## config.mk

```make
export PLATFORM = sky130hd
export DESIGN_NAME = con_sched
export DESIGN_NICKNAME = d
export VERILOG_FILES = /design/src/rtl/con_sched.sv
export SDC_FILE = /design/constraint.sdc
export NUM_CORES = 1
export LEC_CHECK = 0
export CAP_MARGIN = 20
export CORE_MARGIN = 1
export CORE_UTILIZATION = 50
export CTS_CLUSTER_SIZE = 16
export DETAILED_ROUTE_END_ITERATION = 12
export PLACE_DENSITY = 0.85
export SLEW_MARGIN = 10
export SYNTH_ARGS = -nofsm -noshare
export SYNTH_HDL_FRONTEND = slang
export SYNTH_SLANG_ARGS = --single-unit
```

## constraint.sdc

```tcl
create_clock -name clk -period 1.8 [get_ports clk]
set_clock_uncertainty 0.2 [all_clocks]
set_input_delay 0.36 -clock clk [delete_from_list [all_inputs] [get_ports clk]]
set_output_delay 0.36 -clock clk [all_outputs]
set_load 0.02 [all_outputs]
```

## src/rtl/con_sched.sv

```systemverilog
// Round-constant scheduler: drives a 16-bit constant generator, packs HI/LO halves
// into 32-bit words and buffers them in a FIFO. Define CON_SCHED_IDX_EN to add con_idx.
module con_sched #(
    parameter int FIFO_DEPTH = 4
) (
    input  logic        clk,
    input  logic        rst_n,
    input  logic        start,
    input  logic [1:0]  key_len,
    output logic [15:0] gen_iv,
    output logic        gen_sel,
    output logic        gen_sel2,
    output logic        gen_en,
    input  logic [15:0] con_in,
    output logic [31:0] con_out,
    output logic        con_valid,
    input  logic        con_ready,
    output logic        busy,
    output logic        done
`ifdef CON_SCHED_IDX_EN
    ,
    output logic [6:0]  con_idx
`endif
);

    localparam int AW = $clog2(FIFO_DEPTH);
    localparam logic [AW:0] STALL_LVL = (AW + 1)'(FIFO_DEPTH - 1);

    localparam logic [2:0] S_IDLE  = 3'd0;
    localparam logic [2:0] S_LOAD  = 3'd1;
    localparam logic [2:0] S_HI    = 3'd2;
    localparam logic [2:0] S_LO    = 3'd3;
    localparam logic [2:0] S_STALL = 3'd4;
    localparam logic [2:0] S_DRAIN = 3'd5;

    logic [2:0]    state_q, state_d;
    logic [15:0]   iv_q, iv_d;
    logic [6:0]    tgt_q, tgt_d;
    logic [6:0]    cnt_q, cnt_d;
    logic [15:0]   hi_q, hi_d;
    logic [31:0]   mem_q [FIFO_DEPTH];
    logic [31:0]   mem_d [FIFO_DEPTH];
    logic [AW-1:0] wr_ptr_q, wr_ptr_d;
    logic [AW-1:0] rd_ptr_q, rd_ptr_d;
    logic [AW:0]   count_q, count_d;
    logic [AW:0]   lvl_after_push;
    logic          push;
    logic          pop;

    assign con_valid = (count_q != '0);
    assign pop       = con_valid && con_ready;
    assign con_out   = mem_q[rd_ptr_q];
    assign gen_iv    = iv_q;
    assign gen_sel   = (state_q == S_HI);
    assign gen_sel2  = (state_q == S_HI) || (state_q == S_LO) || (state_q == S_STALL);
    assign gen_en    = (state_q == S_LOAD) || (state_q == S_HI) || (state_q == S_LO);
    assign busy      = (state_q != S_IDLE);
    assign done      = (state_q == S_DRAIN) && (count_q == '0);

    // Occupancy after this cycle's push, accounting for a concurrent pop.
    assign lvl_after_push = pop ? count_q : count_q + 1'b1;

    always_comb begin
        state_d = state_q;
        iv_d    = iv_q;
        tgt_d   = tgt_q;
        cnt_d   = cnt_q;
        hi_d    = hi_q;
        push    = 1'b0;
        case (state_q)
            S_IDLE: begin
                if (start && key_len != 2'b11) begin
                    state_d = S_LOAD;
                    cnt_d   = '0;
                    case (key_len)
                        2'b00:   begin iv_d = 16'h428a; tgt_d = 7'd60; end
                        2'b01:   begin iv_d = 16'h7137; tgt_d = 7'd84; end
                        default: begin iv_d = 16'hb5c0; tgt_d = 7'd92; end
                    endcase
                end
            end
            S_LOAD: state_d = S_HI;
            S_HI: begin
                hi_d    = con_in;
                state_d = S_LO;
            end
            S_LO: begin
                push  = 1'b1;
                cnt_d = cnt_q + 7'd1;
                if (cnt_q + 7'd1 == tgt_q)
                    state_d = S_DRAIN;
                else if (lvl_after_push == STALL_LVL)
                    state_d = S_STALL;
                else
                    state_d = S_HI;
            end
            S_STALL: if (count_q < STALL_LVL) state_d = S_HI;
            S_DRAIN: if (count_q == '0) state_d = S_IDLE;
            default: state_d = S_IDLE;
        endcase
    end

    always_comb begin
        mem_d    = mem_q;
        wr_ptr_d = wr_ptr_q;
        rd_ptr_d = rd_ptr_q;
        count_d  = count_q;
        if (push) begin
            mem_d[wr_ptr_q] = {hi_q, con_in};
            wr_ptr_d        = wr_ptr_q + 1'b1;
        end
        if (pop)
            rd_ptr_d = rd_ptr_q + 1'b1;
        case ({push, pop})
            2'b10:   count_d = count_q + 1'b1;
            2'b01:   count_d = count_q - 1'b1;
            default: count_d = count_q;
        endcase
    end

    always_ff @(posedge clk or negedge rst_n) begin
        if (!rst_n) begin
            state_q  <= S_IDLE;
            iv_q     <= '0;
            tgt_q    <= '0;
            cnt_q    <= '0;
            hi_q     <= '0;
            mem_q    <= '{default: '0};
            wr_ptr_q <= '0;
            rd_ptr_q <= '0;
            count_q  <= '0;
        end else begin
            state_q  <= state_d;
            iv_q     <= iv_d;
            tgt_q    <= tgt_d;
            cnt_q    <= cnt_d;
            hi_q     <= hi_d;
            mem_q    <= mem_d;
            wr_ptr_q <= wr_ptr_d;
            rd_ptr_q <= rd_ptr_d;
            count_q  <= count_d;
        end
    end

`ifdef CON_SCHED_IDX_EN
    logic [6:0] idx_q [FIFO_DEPTH];
    logic [6:0] idx_d [FIFO_DEPTH];

    assign con_idx = idx_q[rd_ptr_q];

    always_comb begin
        idx_d = idx_q;
        if (push)
            idx_d[wr_ptr_q] = cnt_q;
    end

    always_ff @(posedge clk or negedge rst_n) begin
        if (!rst_n)
            idx_q <= '{default: '0};
        else
            idx_q <= idx_d;
    end
`endif

endmodule

```

==> results.ini <==
[timing]
rsz0062_at_grt = true
fin_ws_ns = -0.588
slew_violations = 0
fmaxAchievable_mhz = 419
slew_headroom = 0.647
tightest_slew_ns = 0.530
timing.setup.tns_ns = -46.26
finalHoldViolCount = 0
period_share = 1.33
period_minus_slack_ns = 2.39
setup_viol = 181

[cells_and_area]
final_common_cell = dfrtp_1
fill_cells = 911
final_cells = 900
n_antenna_cell = 0
design_area_sq_mm = 0.0110
final_cell_mix = 161 x dfrtp_1, 81 x mux2_2, 64 x mux2_4
drive_gt1_frac = 0.621
layout.nets = 707
syn2layout_area_growth_pct = 38.2

[cts]
clk_latency_ns = 0.44
cts-root-buf = clkbuf_16
clk_pin_slew_ns = 0.06
clockBufferDepth = 2
htree_levels = 4
cts_buffers = 17
clock_sinks = 168
tritoncts = done

[logic_synthesis]
ys_ff_latch = 168
synth.avg_cell_area_sq_um = 15.6
synth_area_sq_mm = 0.00795
synthFlopType = dfrtp_1
synth-edff-count = 0
async_flop_share = 1.00
yosys_warnings = 0
synth_nets = 540
ys_types = 43
syn_inst = 509
yosysSeqAreaShare = 0.529

[job]
cap_violations = 0

[global_routing]
antenna_found_initial = 0
grt_use_met2 = 0.477
grt.total_usage = 0.266
grt_overflow = 0
grt_max_degree = 54
grt_use_met3 = 0.0538
grt_pass1_wl_um = 31900
met1_usage = 0.321
grt_pass1_vias = 5610
busiest_layer = met2

[critical_path]
cp-end-kind = primary output
r2r_start = state_q[2]
r2r-end = count_q[2]
cp.required_ns = 1.24
start_kind = register
critPathKind = reg2out
cp_data_arrival_time_ns = 1.83
reg2reg_slack_ns = -0.32
cp_max_fo = 4
rr_worst_depth = 10

[floorplanning]
dieArea_sq_mm = 0.0164
core-area_sq_mm = 0.0154
die_h_um = 128
start_util = 0.517
placementRows = 45
io_pins = 76
die_w_um = 128

[route]
vias = 5088
totalWireLength_um = 21400
ant_nets = 0
drtPass1Iterations = 4
vias_per_cell = 5.65
wl_per_cell_um = 23.7
drc = 0
drt_first_iter_violations = 300

[power_and_ir_drop]
powerDensity_mw_per_mm2 = 2290
finalPower_w = 0.0252
leakage_nw = 4.98
peakVddDrop_v = 0.00155

[place]
placedCellCount = 826
portBuffers = 74
dp_hpwl_um = 11100
placedInstanceArea_sq_mm = 0.00940
gp_congestion = 0.811

[min_path]
hold_path.class = in2async

[run_status]
violations = setup timing
status = complete, but fails checks

[routing by layer]
layer / share of wire / vias up
met4: 0.015 / 0
met1: 0.40 / 2732
met3: 0.039 / 27
met2: 0.55 / 145
met5: 0 / -
li1: - / 2184
[Yosys cell counts, types with 2 or more instances]
| library cell | number | area [sq um] |
|---|---|---|
| clkbuf_1 | 4 | 15.0 |
| nor2_1 | 11 | 41.3 |
| mux2i_1 | 2 | 20.0 |
| mux2_4 | 60 | 901 |
| mux2_2 | 85 | 957 |
| a21o_1 | 2 | 15.0 |
| nand2_1 | 17 | 63.8 |
| nand2b_1 | 4 | 25.0 |
| buf_12 | 7 | 140 |
| o22ai_1 | 2 | 12.5 |
| nand2_8 | 2 | 40.0 |
| buf_4 | 21 | 158 |
| o21ai_0 | 14 | 70.1 |
| a31oi_1 | 3 | 18.8 |
| a21oi_1 | 7 | 35.0 |
| nand4_1 | 4 | 25.0 |
| and3_1 | 3 | 18.8 |
| ha_1 | 9 | 113 |
| dfrtp_1 | 168 | 4200 |
| xnor2_1 | 8 | 70.1 |
| nor4b_1 | 2 | 17.5 |
| xor2_1 | 4 | 35.0 |
| nor3_1 | 3 | 15.0 |
| mux4_2 | 32 | 721 |
| inv_1 | 8 | 30.0 |
| nor2b_1 | 2 | 12.5 |
| nand3_1 | 6 | 30.0 |
| buf_2 | 4 | 20.0 |
[stage by stage]
stage	hold slack (ns)	setup WS, ns	util
6_report	0.251	-0.588	0.715
5_1_grt	0.301	-0.622	0.715
4_1_cts	0.261	-0.579	0.686
3_5_place_dp	0.148	-0.503	0.612
3_3_place_gp	0.143	-0.478	0.612
2_1_floorplan	-0.136	-0.0540	-
[state kept, by name, indices dropped and copies added (netlist names)]
register	count
rd_ptr_q	2
state_q	3
mem_q	128
hi_q	16
cnt_q	7
tgt_q	1
wr_ptr_q	2
gen_iv	6
count_q	3
[worst max path at each step]
stage | startpoint | cells past startpoint | to
6_report | rd_ptr_q[0] | 4 | con_out[2]
5_1_grt | rd_ptr_q[0] | 4 | con_out[2]
4_1_cts | rd_ptr_q[0] | 4 | con_out[19]
3_5_place_dp | rd_ptr_q[0] | 3 | con_out[22]
3_3_place_gp | rd_ptr_q[0] | 3 | con_out[22]
2_1_floorplan | state_q[2] | 9 | count_q[2]
[worst max-delay path, cell delays in order (launching register included)]
cell	delay [ns]
dfrtp_2	0.38
buf_6	0.16
clkbuf_16	0.16
mux4_2	0.53
buf_6	0.16
[timing repair]
action / 4_1_cts / 5_1_grt
resized for setup: 253 / 118
hold buffers: 1 / 0
setup endpoints to repair: 164 / 194
cloned: 11 / 4
hold endpoints to repair: 47 / 0
pin swaps: 15 / 20
buffers inserted: 21 / 17
[logic make-up (layout without fill, tap and decap cells)]
group	Yosys count	after routing	share of synthesized area
AND/OR/NAND/NOR	60	60	0.0435
XOR/XNOR	12	12	0.0132
multiplexers	179	179	0.327
other	1	1	0.000472
flip-flops	168	168	0.529
adder cells (fa/ha/maj)	9	9	0.0142
buffers and inverters	46	226	0.0475
AO/OA/AOI/OAI	34	34	0.0252
[report_power, final]
part           total [W]  internal [W]  switching [W]
sequential       0.00708       0.00572        0.00135
clock            0.00375       0.00221        0.00154
combinational     0.0143       0.00827        0.00605
[cell type report]
class / count / area (sq um) / area share
clock inverters: 13 / 153 / 0.0139
flip-flops and latches: 168 / 4210 / 0.383
multi-input cells: 295 / 3710 / 0.338
repair buffers: 186 / 2170 / 0.197
well taps: 211 / 264 / 0.0240
clock buffers: 19 / 443 / 0.0403
inverters: 8 / 35.0 / 0.00319
(Power assumes the default switching activity.)
